--- src/rtl/clock_seg_display_if.sv ---
// rtl/clock_seg_display_if.sv - time/date fields in, multiplexed seven-segment drive out
interface clock_seg_display_if;
   logic [1:0]  view_sel;
   logic [5:0]  hr;
   logic [5:0]  min;
   logic [5:0]  sec;
   logic        AM_mode;
   logic        AM_PM;
   logic [4:0]  day;
   logic [3:0]  month;
   logic [11:0] year;
   logic [5:0]  timer_min_left;
   logic [5:0]  timer_sec_left;
   logic        timer_buzzer;
   logic        alarm_buzzer;
   logic [5:0]  an;
   logic [6:0]  seg;
   logic        dp;

   modport master (
      output view_sel, hr, min, sec, AM_mode, AM_PM, day, month, year,
             timer_min_left, timer_sec_left, timer_buzzer, alarm_buzzer,
      input  an, seg, dp
   );

   modport slave (
      input  view_sel, hr, min, sec, AM_mode, AM_PM, day, month, year,
             timer_min_left, timer_sec_left, timer_buzzer, alarm_buzzer,
      output an, seg, dp
   );
endinterface

--- src/rtl/clock_seg_display.sv ---
// rtl/clock_seg_display.sv - frame-snapshotted 6-digit seven-segment scanner with shared double-dabble
module clock_seg_display #(
   parameter int SCAN_DIV   = 1000,
   parameter int BLINK_DIV  = 500000,
   parameter bit ACTIVE_LOW = 1'b1
) (
   input logic                  clk,
   input logic                  reset,
   clock_seg_display_if.slave   bus
);
   localparam int SCAN_W  = $clog2(SCAN_DIV);
   localparam int BLINK_W = $clog2(BLINK_DIV);

   typedef enum logic [1:0] {IDLE, LOAD, SHIFT, STORE} cvt_state_t;

   logic [SCAN_W-1:0]  scan_cnt;
   logic [2:0]         digit_idx;
   logic               kick;
   logic               scan_wrap, frame_start;
   logic [BLINK_W-1:0] blink_cnt;
   logic               blink_phase, blink_off;

   logic [1:0]  snap_view;
   logic [5:0]  snap_hr, snap_min, snap_sec, snap_tmin, snap_tsec;
   logic        snap_am_mode, snap_am_pm;
   logic [4:0]  snap_day;
   logic [3:0]  snap_month;
   logic [11:0] snap_year;

   logic [15:0] stg0, disp0;
   logic [7:0]  stg1, stg2, disp1, disp2;
   logic        stg_valid, disp_valid;
   logic [1:0]  disp_view;
   logic        disp_am_mode, disp_am_pm;

   cvt_state_t  state, state_next;
   logic [1:0]  field_idx, last_idx;
   logic [3:0]  bit_cnt;
   logic [11:0] shreg, cur_val;
   logic [15:0] bcd;
   logic [14:0] bcd_adj;

   logic [5:0][4:0] dig;
   logic [5:0]      dp_vec;
   logic [4:0]      cur_dig;
   logic [6:0]      seg_ah;
   logic [5:0]      an_ah;
   logic [5:0]      an_q;
   logic [6:0]      seg_q;
   logic            dp_q;

   // kick forces a frame start right after reset so frame 2 already shows real data
   assign scan_wrap   = (scan_cnt == SCAN_W'(SCAN_DIV - 1));
   assign frame_start = kick | (scan_wrap & (digit_idx == 3'd5));
   assign blink_off   = (bus.timer_buzzer | bus.alarm_buzzer) & blink_phase;

   always_ff @(posedge clk or negedge reset) begin
      if (!reset) begin
         scan_cnt  <= '0;
         digit_idx <= 3'd0;
         kick      <= 1'b1;
      end else begin
         kick <= 1'b0;
         if (scan_wrap) begin
            scan_cnt  <= '0;
            digit_idx <= (digit_idx == 3'd5) ? 3'd0 : digit_idx + 3'd1;
         end else begin
            scan_cnt <= scan_cnt + SCAN_W'(1);
         end
      end
   end

   always_ff @(posedge clk or negedge reset) begin
      if (!reset) begin
         blink_cnt   <= '0;
         blink_phase <= 1'b0;
      end else if (blink_cnt == BLINK_W'(BLINK_DIV - 1)) begin
         blink_cnt   <= '0;
         blink_phase <= ~blink_phase;
      end else begin
         blink_cnt <= blink_cnt + BLINK_W'(1);
      end
   end

   // The display buffer takes the result converted from the snapshot being replaced
   always_ff @(posedge clk or negedge reset) begin
      if (!reset) begin
         snap_view <= 2'd0;  snap_hr <= '0;  snap_min <= '0;  snap_sec <= '0;
         snap_tmin <= '0;    snap_tsec <= '0; snap_am_mode <= 1'b0; snap_am_pm <= 1'b0;
         snap_day <= '0;     snap_month <= '0; snap_year <= '0;
         disp0 <= '0; disp1 <= '0; disp2 <= '0;
         disp_valid <= 1'b0; disp_view <= 2'd0; disp_am_mode <= 1'b0; disp_am_pm <= 1'b0;
      end else if (frame_start) begin
         snap_view <= bus.view_sel;  snap_hr <= bus.hr;  snap_min <= bus.min;  snap_sec <= bus.sec;
         snap_tmin <= bus.timer_min_left;  snap_tsec <= bus.timer_sec_left;
         snap_am_mode <= bus.AM_mode;  snap_am_pm <= bus.AM_PM;
         snap_day <= bus.day;  snap_month <= bus.month;  snap_year <= bus.year;
         disp0 <= stg0; disp1 <= stg1; disp2 <= stg2;
         disp_valid <= stg_valid;  disp_view <= snap_view;
         disp_am_mode <= snap_am_mode;  disp_am_pm <= snap_am_pm;
      end
   end

   always_comb begin
      cur_val  = '0;
      last_idx = 2'd0;
      case (snap_view)
         2'd0: begin
            last_idx = 2'd2;
            case (field_idx)
               2'd0:    cur_val = {6'd0, snap_hr};
               2'd1:    cur_val = {6'd0, snap_min};
               default: cur_val = {6'd0, snap_sec};
            endcase
         end
         2'd1: begin
            last_idx = 2'd2;
            case (field_idx)
               2'd0:    cur_val = {7'd0, snap_day};
               2'd1:    cur_val = {8'd0, snap_month};
               default: cur_val = snap_year;
            endcase
         end
         2'd2: begin
            last_idx = 2'd1;
            cur_val  = (field_idx == 2'd0) ? {6'd0, snap_tmin} : {6'd0, snap_tsec};
         end
         default: cur_val = snap_year;
      endcase
   end

   // The top nibble never reaches 5 for a 12-bit input, so it is not adjusted
   always_comb begin
      bcd_adj = bcd[14:0];
      for (int i = 0; i < 3; i++) begin
         if (bcd[i*4 +: 4] >= 4'd5) bcd_adj[i*4 +: 4] = bcd[i*4 +: 4] + 4'd3;
      end
   end

   always_ff @(posedge clk or negedge reset) begin
      if (!reset) state <= IDLE;
      else        state <= state_next;
   end

   always_comb begin
      state_next = state;
      case (state)
         IDLE:    if (frame_start) state_next = LOAD;
         LOAD:    state_next = SHIFT;
         SHIFT:   if (bit_cnt == 4'd11) state_next = STORE;
         default: state_next = (field_idx == last_idx) ? IDLE : LOAD;
      endcase
   end

   always_ff @(posedge clk or negedge reset) begin
      if (!reset) begin
         field_idx <= 2'd0; bit_cnt <= '0; shreg <= '0; bcd <= '0;
         stg0 <= '0; stg1 <= '0; stg2 <= '0; stg_valid <= 1'b0;
      end else begin
         case (state)
            IDLE:  if (frame_start) field_idx <= 2'd0;
            LOAD: begin
               shreg   <= cur_val;
               bcd     <= '0;
               bit_cnt <= '0;
            end
            SHIFT: begin
               bcd     <= {bcd_adj, shreg[11]};
               shreg   <= {shreg[10:0], 1'b0};
               bit_cnt <= bit_cnt + 4'd1;
            end
            default: begin
               case (field_idx)
                  2'd0:    stg0 <= bcd;
                  2'd1:    stg1 <= bcd[7:0];
                  default: stg2 <= bcd[7:0];
               endcase
               field_idx <= field_idx + 2'd1;
               if (field_idx == last_idx) stg_valid <= 1'b1;
            end
         endcase
      end
   end

   // Digit codes: bit 4 set means blank
   always_comb begin
      dig    = {6{5'h10}};
      dp_vec = '0;
      if (disp_valid) begin
         case (disp_view)
            2'd0, 2'd1: begin
               dig[5] = {1'b0, disp0[7:4]};  dig[4] = {1'b0, disp0[3:0]};
               dig[3] = {1'b0, disp1[7:4]};  dig[2] = {1'b0, disp1[3:0]};
               dig[1] = {1'b0, disp2[7:4]};  dig[0] = {1'b0, disp2[3:0]};
            end
            2'd2: begin
               dig[3] = {1'b0, disp0[7:4]};  dig[2] = {1'b0, disp0[3:0]};
               dig[1] = {1'b0, disp1[7:4]};  dig[0] = {1'b0, disp1[3:0]};
            end
            default: begin
               dig[3] = {1'b0, disp0[15:12]}; dig[2] = {1'b0, disp0[11:8]};
               dig[1] = {1'b0, disp0[7:4]};   dig[0] = {1'b0, disp0[3:0]};
            end
         endcase
         if (disp_view != 2'd3) begin
            dp_vec[4] = 1'b1;
            dp_vec[2] = 1'b1;
         end
         if (disp_view == 2'd0 && disp_am_mode) begin
            dp_vec[0] = disp_am_pm;
            if (disp0[7:4] == 4'd0) dig[5] = 5'h10;
         end
      end
   end

   always_comb begin
      cur_dig = dig[digit_idx];
      seg_ah  = 7'h00;
      if (!cur_dig[4]) begin
         case (cur_dig[3:0])
            4'd0: seg_ah = 7'h3F;  4'd1: seg_ah = 7'h06;  4'd2: seg_ah = 7'h5B;
            4'd3: seg_ah = 7'h4F;  4'd4: seg_ah = 7'h66;  4'd5: seg_ah = 7'h6D;
            4'd6: seg_ah = 7'h7D;  4'd7: seg_ah = 7'h07;  4'd8: seg_ah = 7'h7F;
            4'd9: seg_ah = 7'h6F;
            default: seg_ah = 7'h40;
         endcase
      end
      an_ah = blink_off ? 6'd0 : (6'b000001 << digit_idx);
   end

   always_ff @(posedge clk or negedge reset) begin
      if (!reset) begin
         an_q  <= {6{ACTIVE_LOW}};
         seg_q <= {7{ACTIVE_LOW}};
         dp_q  <= ACTIVE_LOW;
      end else begin
         an_q  <= an_ah ^ {6{ACTIVE_LOW}};
         seg_q <= seg_ah ^ {7{ACTIVE_LOW}};
         dp_q  <= dp_vec[digit_idx] ^ ACTIVE_LOW;
      end
   end

   assign bus.an  = an_q;
   assign bus.seg = seg_q;
   assign bus.dp  = dp_q;
endmodule
--- src/flat_wrapper.sv ---
// flat-port wrapper written by rule: the top's interface ports become plain ports
module clock_seg_display_flat 
#(
   parameter int SCAN_DIV   = 1000,
   parameter int BLINK_DIV  = 500000,
   parameter bit ACTIVE_LOW = 1'b1
)
  (clk, reset, bus_view_sel, bus_hr, bus_min, bus_sec, bus_AM_mode, bus_AM_PM, bus_day, bus_month, bus_year, bus_timer_min_left, bus_timer_sec_left, bus_timer_buzzer, bus_alarm_buzzer, bus_an, bus_seg, bus_dp);
  clock_seg_display_if bus_i ();
  input logic clk;
  input logic reset;
  input wire logic [$bits(bus_i.view_sel)-1:0] bus_view_sel;
  input wire logic [$bits(bus_i.hr)-1:0] bus_hr;
  input wire logic [$bits(bus_i.min)-1:0] bus_min;
  input wire logic [$bits(bus_i.sec)-1:0] bus_sec;
  input wire logic [$bits(bus_i.AM_mode)-1:0] bus_AM_mode;
  input wire logic [$bits(bus_i.AM_PM)-1:0] bus_AM_PM;
  input wire logic [$bits(bus_i.day)-1:0] bus_day;
  input wire logic [$bits(bus_i.month)-1:0] bus_month;
  input wire logic [$bits(bus_i.year)-1:0] bus_year;
  input wire logic [$bits(bus_i.timer_min_left)-1:0] bus_timer_min_left;
  input wire logic [$bits(bus_i.timer_sec_left)-1:0] bus_timer_sec_left;
  input wire logic [$bits(bus_i.timer_buzzer)-1:0] bus_timer_buzzer;
  input wire logic [$bits(bus_i.alarm_buzzer)-1:0] bus_alarm_buzzer;
  output wire logic [$bits(bus_i.an)-1:0] bus_an;
  output wire logic [$bits(bus_i.seg)-1:0] bus_seg;
  output wire logic [$bits(bus_i.dp)-1:0] bus_dp;
  assign bus_i.view_sel = bus_view_sel;
  assign bus_i.hr = bus_hr;
  assign bus_i.min = bus_min;
  assign bus_i.sec = bus_sec;
  assign bus_i.AM_mode = bus_AM_mode;
  assign bus_i.AM_PM = bus_AM_PM;
  assign bus_i.day = bus_day;
  assign bus_i.month = bus_month;
  assign bus_i.year = bus_year;
  assign bus_i.timer_min_left = bus_timer_min_left;
  assign bus_i.timer_sec_left = bus_timer_sec_left;
  assign bus_i.timer_buzzer = bus_timer_buzzer;
  assign bus_i.alarm_buzzer = bus_alarm_buzzer;
  assign bus_an = bus_i.an;
  assign bus_seg = bus_i.seg;
  assign bus_dp = bus_i.dp;
  clock_seg_display #(.SCAN_DIV(SCAN_DIV), .BLINK_DIV(BLINK_DIV), .ACTIVE_LOW(ACTIVE_LOW)) u_core (.clk(clk), .reset(reset), .bus(bus_i));
endmodule
--- config.mk ---
export PLATFORM = sky130hd
export DESIGN_NAME = clock_seg_display_flat
export DESIGN_NICKNAME = d
export VERILOG_FILES = /design/src/rtl/clock_seg_display_if.sv /design/src/rtl/clock_seg_display.sv /design/src/flat_wrapper.sv
export SDC_FILE = /design/constraint.sdc
export NUM_CORES = 1
export LEC_CHECK = 0
export CAP_MARGIN = 40
export CORE_ASPECT_RATIO = 1.5
export CORE_MARGIN = 1
export CORE_UTILIZATION = 30
export CTS_CLUSTER_DIAMETER = 60
export DETAILED_ROUTE_END_ITERATION = 8
export PLACE_DENSITY = 0.59
export SYNTH_ARGS = -nofsm -noshare
export SYNTH_HDL_FRONTEND = slang
export SYNTH_SLANG_ARGS = --single-unit
--- constraint.sdc ---
create_clock -name clk -period 3.3 [get_ports clk]
set_input_delay 0.66 -clock clk [delete_from_list [all_inputs] [get_ports clk]]
set_output_delay 0.66 -clock clk [all_outputs]
set_load 0.005 [all_outputs]
# After elaboration in Yosys (flattened, before gate mapping)
# Memory sizes are Yosys's and may differ from the RTL's.
# Cells that the tools add are included.
[word_totals]
regBits = 209
rom_bits = 112
input_bits = 59
mem_count = 1
[memory_table]
columns = ["memory", "depth", "width", "rd", "rd_ports_with_merged_regs", "write_ports", "line_no", "text"]
rows = [
  ["(no name shown)", 16, 7, 1, 0, 0, "clock_seg_display.sv:220", "case (cur_dig[3:0])"],
]
[op_classes]
add_sub_neg = 8
order_cmp = 4
eq_ne = 15
shift = 1
mux = 35
bitwise = 11
n_reduce_logical = 18
[ops]
columns = ["operator", "n"]
rows = [
  ["case mux 12 bit (2 select lines)", 2],
  ["case mux 19 bit (2 select lines)", 1],
  ["case mux 12 bit (3 select lines)", 1],
  ["case mux 16 bit (2 select lines)", 1],
  ["2-to-1 mux 30 bit", 1],
  ["2-to-1 mux 10 bit", 2],
  ["adder 19 x 1 -> 19 bit, second input constant", 1],
  ["== test 19 bit, second input constant", 1],
  ["2-to-1 mux 19 bit", 1],
  ["binary-select mux 5 bit (select 3 bit)", 1],
  ["2-to-1 mux 5 bit", 3],
  ["adder 4 x 2 -> 4 bit, second input constant", 3],
  [">= comparator 4 x 3 -> 1 bit, second input constant", 3],
  ["2-to-1 mux 4 bit", 3],
  ["2-to-1 mux 6 bit", 2],
  ["case mux 6 bit (2 select lines)", 1],
  ["AND reduction 2 bit", 6],
  ["adder 10 x 1 -> 10 bit, second input constant", 1],
  ["== test 10 bit, second input constant", 1],
  ["== test 2 x 1 -> 1 bit, second input constant", 4],
  ["logical NOT 2 bit", 4],
  ["case mux 2 bit (2 select lines)", 2],
  ["case mux 4 bit (2 select lines)", 1],
  ["OR reduction 2 bit", 4],
  ["26 further kinds", 42],
]

# Longest topological paths before layout
# An unclocked memory read counts as a cell.
[logic_depth]
depth_word = 11
mapped_depth = 11

# Least setup slack after synthesis
# No wires, ideal clock.
[synth_path]
path_kind = "register to register"
startpoint = "register u_core.digit_idx[1]"
endpoint = "register u_core.seg_q[4] (netlist: u_core.bus.seg[4])"
setup_ns = 0.073
arrival_ns = 2.158
required_ns = 3.227
setup_slack_ns = 1.069
path_stages_with_launch = 9
path_buffers = 1
synth_period_minus_slack_ns = 2.231
path_cell_list = "dfrtp_1 clkbuf_1 nor4b_1 a21oi_1 nor3_1 inv_1 ha_1 mux2_4 a21oi_1"
[synth_between]
elab_chain_cells = 5
[synth_rtl]
columns = ["item", "line_no", "text"]
rows = [
  ["start: declaration", "clock_seg_display.sv:17", "logic [2:0] digit_idx;"],
  ["start signal: assignment", "clock_seg_display.sv:66", "digit_idx <= (digit_idx == 3'd5) ? 3'd0 : digit_idx + 3'd1;"],
  ["binary-select mux 5 bit (select 3 bit) *", "clock_seg_display.sv:217", "cur_dig = dig[digit_idx];"],
  ["2-to-1 mux 5 bit (not written as such) *", "clock_seg_display.sv:217", ""],
  ["memory read (16 x 7 bit)", "-", ""],
  ["2-to-1 mux 7 bit *", "clock_seg_display.sv:219", "if (!cur_dig[4]) begin"],
  ["NOT 7 bit (no source line) *", "-", ""],
  ["end signal: assignment", "clock_seg_display.sv:234", "seg_q <= {7{ACTIVE_LOW}};"],
  ["end signal: assignment", "clock_seg_display.sv:238", "seg_q <= seg_ah ^ {7{ACTIVE_LOW}};"],
  ["end: declaration", "clock_seg_display.sv:49", "logic [6:0] seg_q;"],
]
# Mark *: on every way between the ends. The rest lies on a longest branch, timed or not. The select of a mux whose other input is x is not followed.
# A chain may end at the register's enable or synchronous reset.

# Worst setup path in the final report
[layout_path]
startpoint = "register u_core.disp_view[1]"
endpoint = "register u_core.seg_q[4] (netlist: u_core.bus.seg[4])"
[layout_between]
elab_chain_cells = 11
elab_cells_between_ends = 15
classes_between = "2 x eq/ne; 8 x mux; 1 x bitwise; 3 x reduce/logical; 1 x memory"
[layout_rtl]
columns = ["item", "line_no", "text"]
rows = [
  ["start: declaration", "clock_seg_display.sv:33", "logic [1:0] disp_view;"],
  ["start signal: assignment", "clock_seg_display.sv:99", "disp_valid <= stg_valid; disp_view <= snap_view;"],
  ["== test 2 x 1 -> 1 bit or logical NOT 2 bit (tied branches)", "clock_seg_display.sv:190, clock_seg_display.sv:209", ""],
  ["OR reduction 2 bit", "clock_seg_display.sv:190", "case (disp_view)"],
  ["2-to-1 mux 10 bit", "clock_seg_display.sv:190", ""],
  ["2-to-1 mux 5 bit", "clock_seg_display.sv:211", "if (disp0[7:4] == 4'd0) dig[5] = 5'h10;"],
  ["2-to-1 mux 5 bit", "clock_seg_display.sv:209", "if (disp_view == 2'd0 && disp_am_mode) begin"],
  ["2-to-1 mux 30 bit *", "clock_seg_display.sv:189", "if (disp_valid) begin"],
  ["binary-select mux 5 bit (select 3 bit) *", "clock_seg_display.sv:217", ""],
  ["2-to-1 mux 5 bit (not written as such) *", "clock_seg_display.sv:217", ""],
  ["memory read (16 x 7 bit)", "-", ""],
  ["2-to-1 mux 7 bit *", "clock_seg_display.sv:219", ""],
  ["NOT 7 bit (no source line) *", "-", ""],
]
# Marks and branches as above.

==> implementation parameters <==
Parameter                              Value

Global route
  Aggregate global-route resource usage ... 13.63%
  Wire length of the first global-routing pass ... 36590 µm
  Largest net degree at the start of global routing ... 74
  GR Overflow Total ... 0
  Number of global-route vias before repair ... 7040
  Number of antenna violations at the first check in global routing ... 0

Yosys
  Main flop type after synthesis ... sky130_fd_sc_hd__dfrtp_1
  Synth unique cells ... 61
  Cell type with the highest aggregate area in the netlist ... sky130_fd_sc_hd__dfrtp_1
  Sequential cell area fraction in the yosys report ... 54.52%
  Post-Synthesis Cell Area ... 9627 µm²
  Synth warnings ... 0
  Avg Synthesized Cell Area ... 9.579 µm²
  Dominant cells by area after synthesis ... sky130_fd_sc_hd__dfrtp_1 (50%), sky130_fd_sc_hd__nand2_1 (12%), sky130_fd_sc_hd__dfstp_2 (4.1%)
  Top cell type's share of synthesized area ... 50.43%
  Post-synth ARST share ... 100.0%
  Top-count cell post-synth ... sky130_fd_sc_hd__nand2_1
  Yosys reg bits ... 209
  Synthesized instance count ... 1005
  Net Count, Synth ... 1085
  Top cell types by occurrence after synthesis ... sky130_fd_sc_hd__nand2_1 (304), sky130_fd_sc_hd__dfrtp_1 (194), sky130_fd_sc_hd__o21ai_0 (65)
  Number of enable-type register cells in the synthesized netlist ... 0

Clock network
  Clock tree from TritonCTS ... yes
  CTS buffer count ... 22
  Post-CTS sizing ... 0
  H-tree lvl count ... 1
  Worst-skew pair later-pin latency ... 0.52 ns
  Clock transition at the registers of the reported paths ... 0.06 ns
  Setup fix buffers added after clock tree synthesis ... 0
  Number of sinks handled by clock tree synthesis ... 209
  Maximum number of buffers from clock root to sink ... 3
  CTS Hold Buffers Added ... 0
  Clock tree root driver cell ... sky130_fd_sc_hd__clkbuf_16

STA
  Fin Clk Skew ... 0.02505 ns
  Fin. Hold Viols ... 0
  Final Setup Violations ... 0
  Sum Neg Setup Slack ... 0 ns
  Max-slew headroom ... 48.18%
  Final critical-path required period ... 2.669 ns
  Count of pins over their slew limit ... 0
  Tcrit/Tclk final ... 80.88%
  Peak Freq ... 0.3747 GHz
  Transition time of the tightest slew-check pin ... 0.7745 ns
  RSZ-0062 raised after global routing ... false

Critical path
  R2R setup slack ... 0.63 ns
  Setup crit end kind ... register
  Startpoint class of the critical path ... register
  Required time reported for the critical path endpoint ... 3.73 ns
  Largest fanout on the critical path ... 29
  Capture point of the worst reg-to-reg path ... u_core.bus.seg[4]
  R2r worst-path depth ... 8
  WP data arrival ... 3.09 ns
  R2R Path Start ... u_core.disp_view[1]
  Critical path start-end classification ... register to register

Route
  Routed vias ... 7011
  Detailed-route wire length ... 21760 µm
  Violation count after the first detailed-route iteration ... 333
  Avg Vias per Cell ... 4.702
  Post-route DRC violation count ... 0
  1st-pass router iterations ... 4
  Remaining antenna violation count ... 0
  Routed len/inst ... 14.59 µm

Floorplanning
  Standard cell core area ... 31730 µm²
  Effective utilization at floorplan ... 30.34%
  Chip Width ... 148.3 µm
  Number of standard-cell rows in the floorplan ... 80
  Die extent in y ... 221.4 µm
  Die Outline Area ... 32820 µm²
  Top-level I/O count ... 73

Power
  Power consumption ... 7357 µW
  Leak pwr ... 0.005228 µW
  Peak VDD IR ... 0.0003264 V
  Power density of the placed cells ... 638.9 nW/µm²

Place
  Final Wtd Congestion ... 0.8127
  IO buf count ... 72
  Detailed placer's ending HPWL ... 15450 µm

Flow run
  Max-cap viol count ... 0

Final layout
  Final core area utilization ... 36.29%
  Fraction of layout instances using a drive strength above 1 ... 9.251%
  Number of fillers in the final layout ... 3180
  # nets final ... 1146
  Diodes inserted ... 0
  Area growth syn-to-layout ... 19.61%

Outcome
  Result of the run ... finished, final reports clean

Min path
  Hold/Removal Path Class ... input pin to asynchronous set/reset pin
==> placed cells by master (no fill, tap or decap), drive strengths merged, types with 15 or more instances in the layout <==
cell type      netlist  routed
buf                 19      18
nand2              304     304
a21oi               32      32
inv                 36      36
dfrtp              194     194
ha                  21      21
xnor2               15      15
nand3               21      21
mux2                31      31
nor2                49      49
clkbuf              34      34
dfstp               15      15
mux2i               22      22
clkdlybuf4s50        0      71
o21ai               65      65
==> stage by stage <==
stage                     std cells  hold WS (ns)  worst slack [ns]  cell area [µm²]
after floorplan                1005        0.3644             1.069             9627
after global placement         1451        0.4497            0.7156            10800
after CTS                      1491        0.1987            0.6251            11510
after global routing           1491        0.2164            0.2918            11510
after detailed placement       1452        0.4533            0.6551            10830
final                          1491        0.1734            0.6310            11510
==> worst max-delay path, stage by stage, from the launching register on <==
cell	delay [ns]
sky130_fd_sc_hd__dfrtp_1	0.84
sky130_fd_sc_hd__nor2_1	0.12
sky130_fd_sc_hd__a211oi_1	0.27
sky130_fd_sc_hd__a211oi_1	0.08
sky130_fd_sc_hd__nor3_1	0.44
sky130_fd_sc_hd__inv_1	0.19
sky130_fd_sc_hd__ha_1	0.24
sky130_fd_sc_hd__mux2_4	0.26
sky130_fd_sc_hd__a21oi_1	0.14
==> layer usage <==
metal,wire length [µm],track usage (%),vias to the layer above
li1,-,-,3490
met1,9073,16.21,3389
met2,11480,24.94,103
met3,673,1.876,29
met4,532,4.290,0
met5,0,0,-
==> cell type report <==
class                   count  area, µm²  share of cell area, %
flip-flops and latches    209       5249                  45.58
inverters                  36      135.1                  1.174
repair buffers             90      917.1                  7.965
clock inverters             6      71.32                 0.6194
multi-input cells         707       4018                  34.89
well taps                 410      513.0                  4.455
clock buffers              33      611.8                  5.313
==> power breakdown <==
group	switching (µW)	leakage, µW	total (µW)	internal [µW]
Sequential	224	0.00268	3150	2920
Clock	1000	0.000325	2370	1360
Combinational	1050	0.00222	1840	791
==> logic make-up after synthesis <==
kind of cell | after synthesis | share of synthesized area, %
AO/OA/AOI/OAI | 171 | 10.98
XOR/XNOR | 29 | 2.638
adder cells (fa/ha/maj) | 21 | 2.729
buffers and inverters | 89 | 3.938
flip-flops | 209 | 54.52
multiplexers | 55 | 6.460
other | 1 | 0.03895
AND/OR/NAND/NOR | 430 | 18.69
==> registers in the layout, summed over array words and instances, names as in the netlist, 7 cells and up <==
name              count
u_core.blink_cnt     19
u_core.disp1          8
u_core.stg1           8
u_core.stg2           8
u_core.bcd           16
u_core.bus.seg        7
u_core.snap_year     12
u_core.stg0          16
u_core.shreg         12
u_core.disp2          8
u_core.disp0         16
u_core.scan_cnt      10
==> worst max-delay path by stage <==
stage	startpoint	end	slack, ns
after floorplan	u_core.digit_idx[1]	u_core.bus.seg[4]	1.07
after global placement	u_core.disp_view[0]	u_core.bus.seg[5]	0.72
after detailed placement	u_core.disp_view[1]	u_core.bus.seg[4]	0.66
after CTS	u_core.disp_view[1]	u_core.bus.seg[4]	0.63
after global routing	u_core.disp_view[1]	u_core.bus.seg[4]	0.29
final	u_core.disp_view[1]	u_core.bus.seg[4]	0.63
Power figures use the tool's default switching activity.
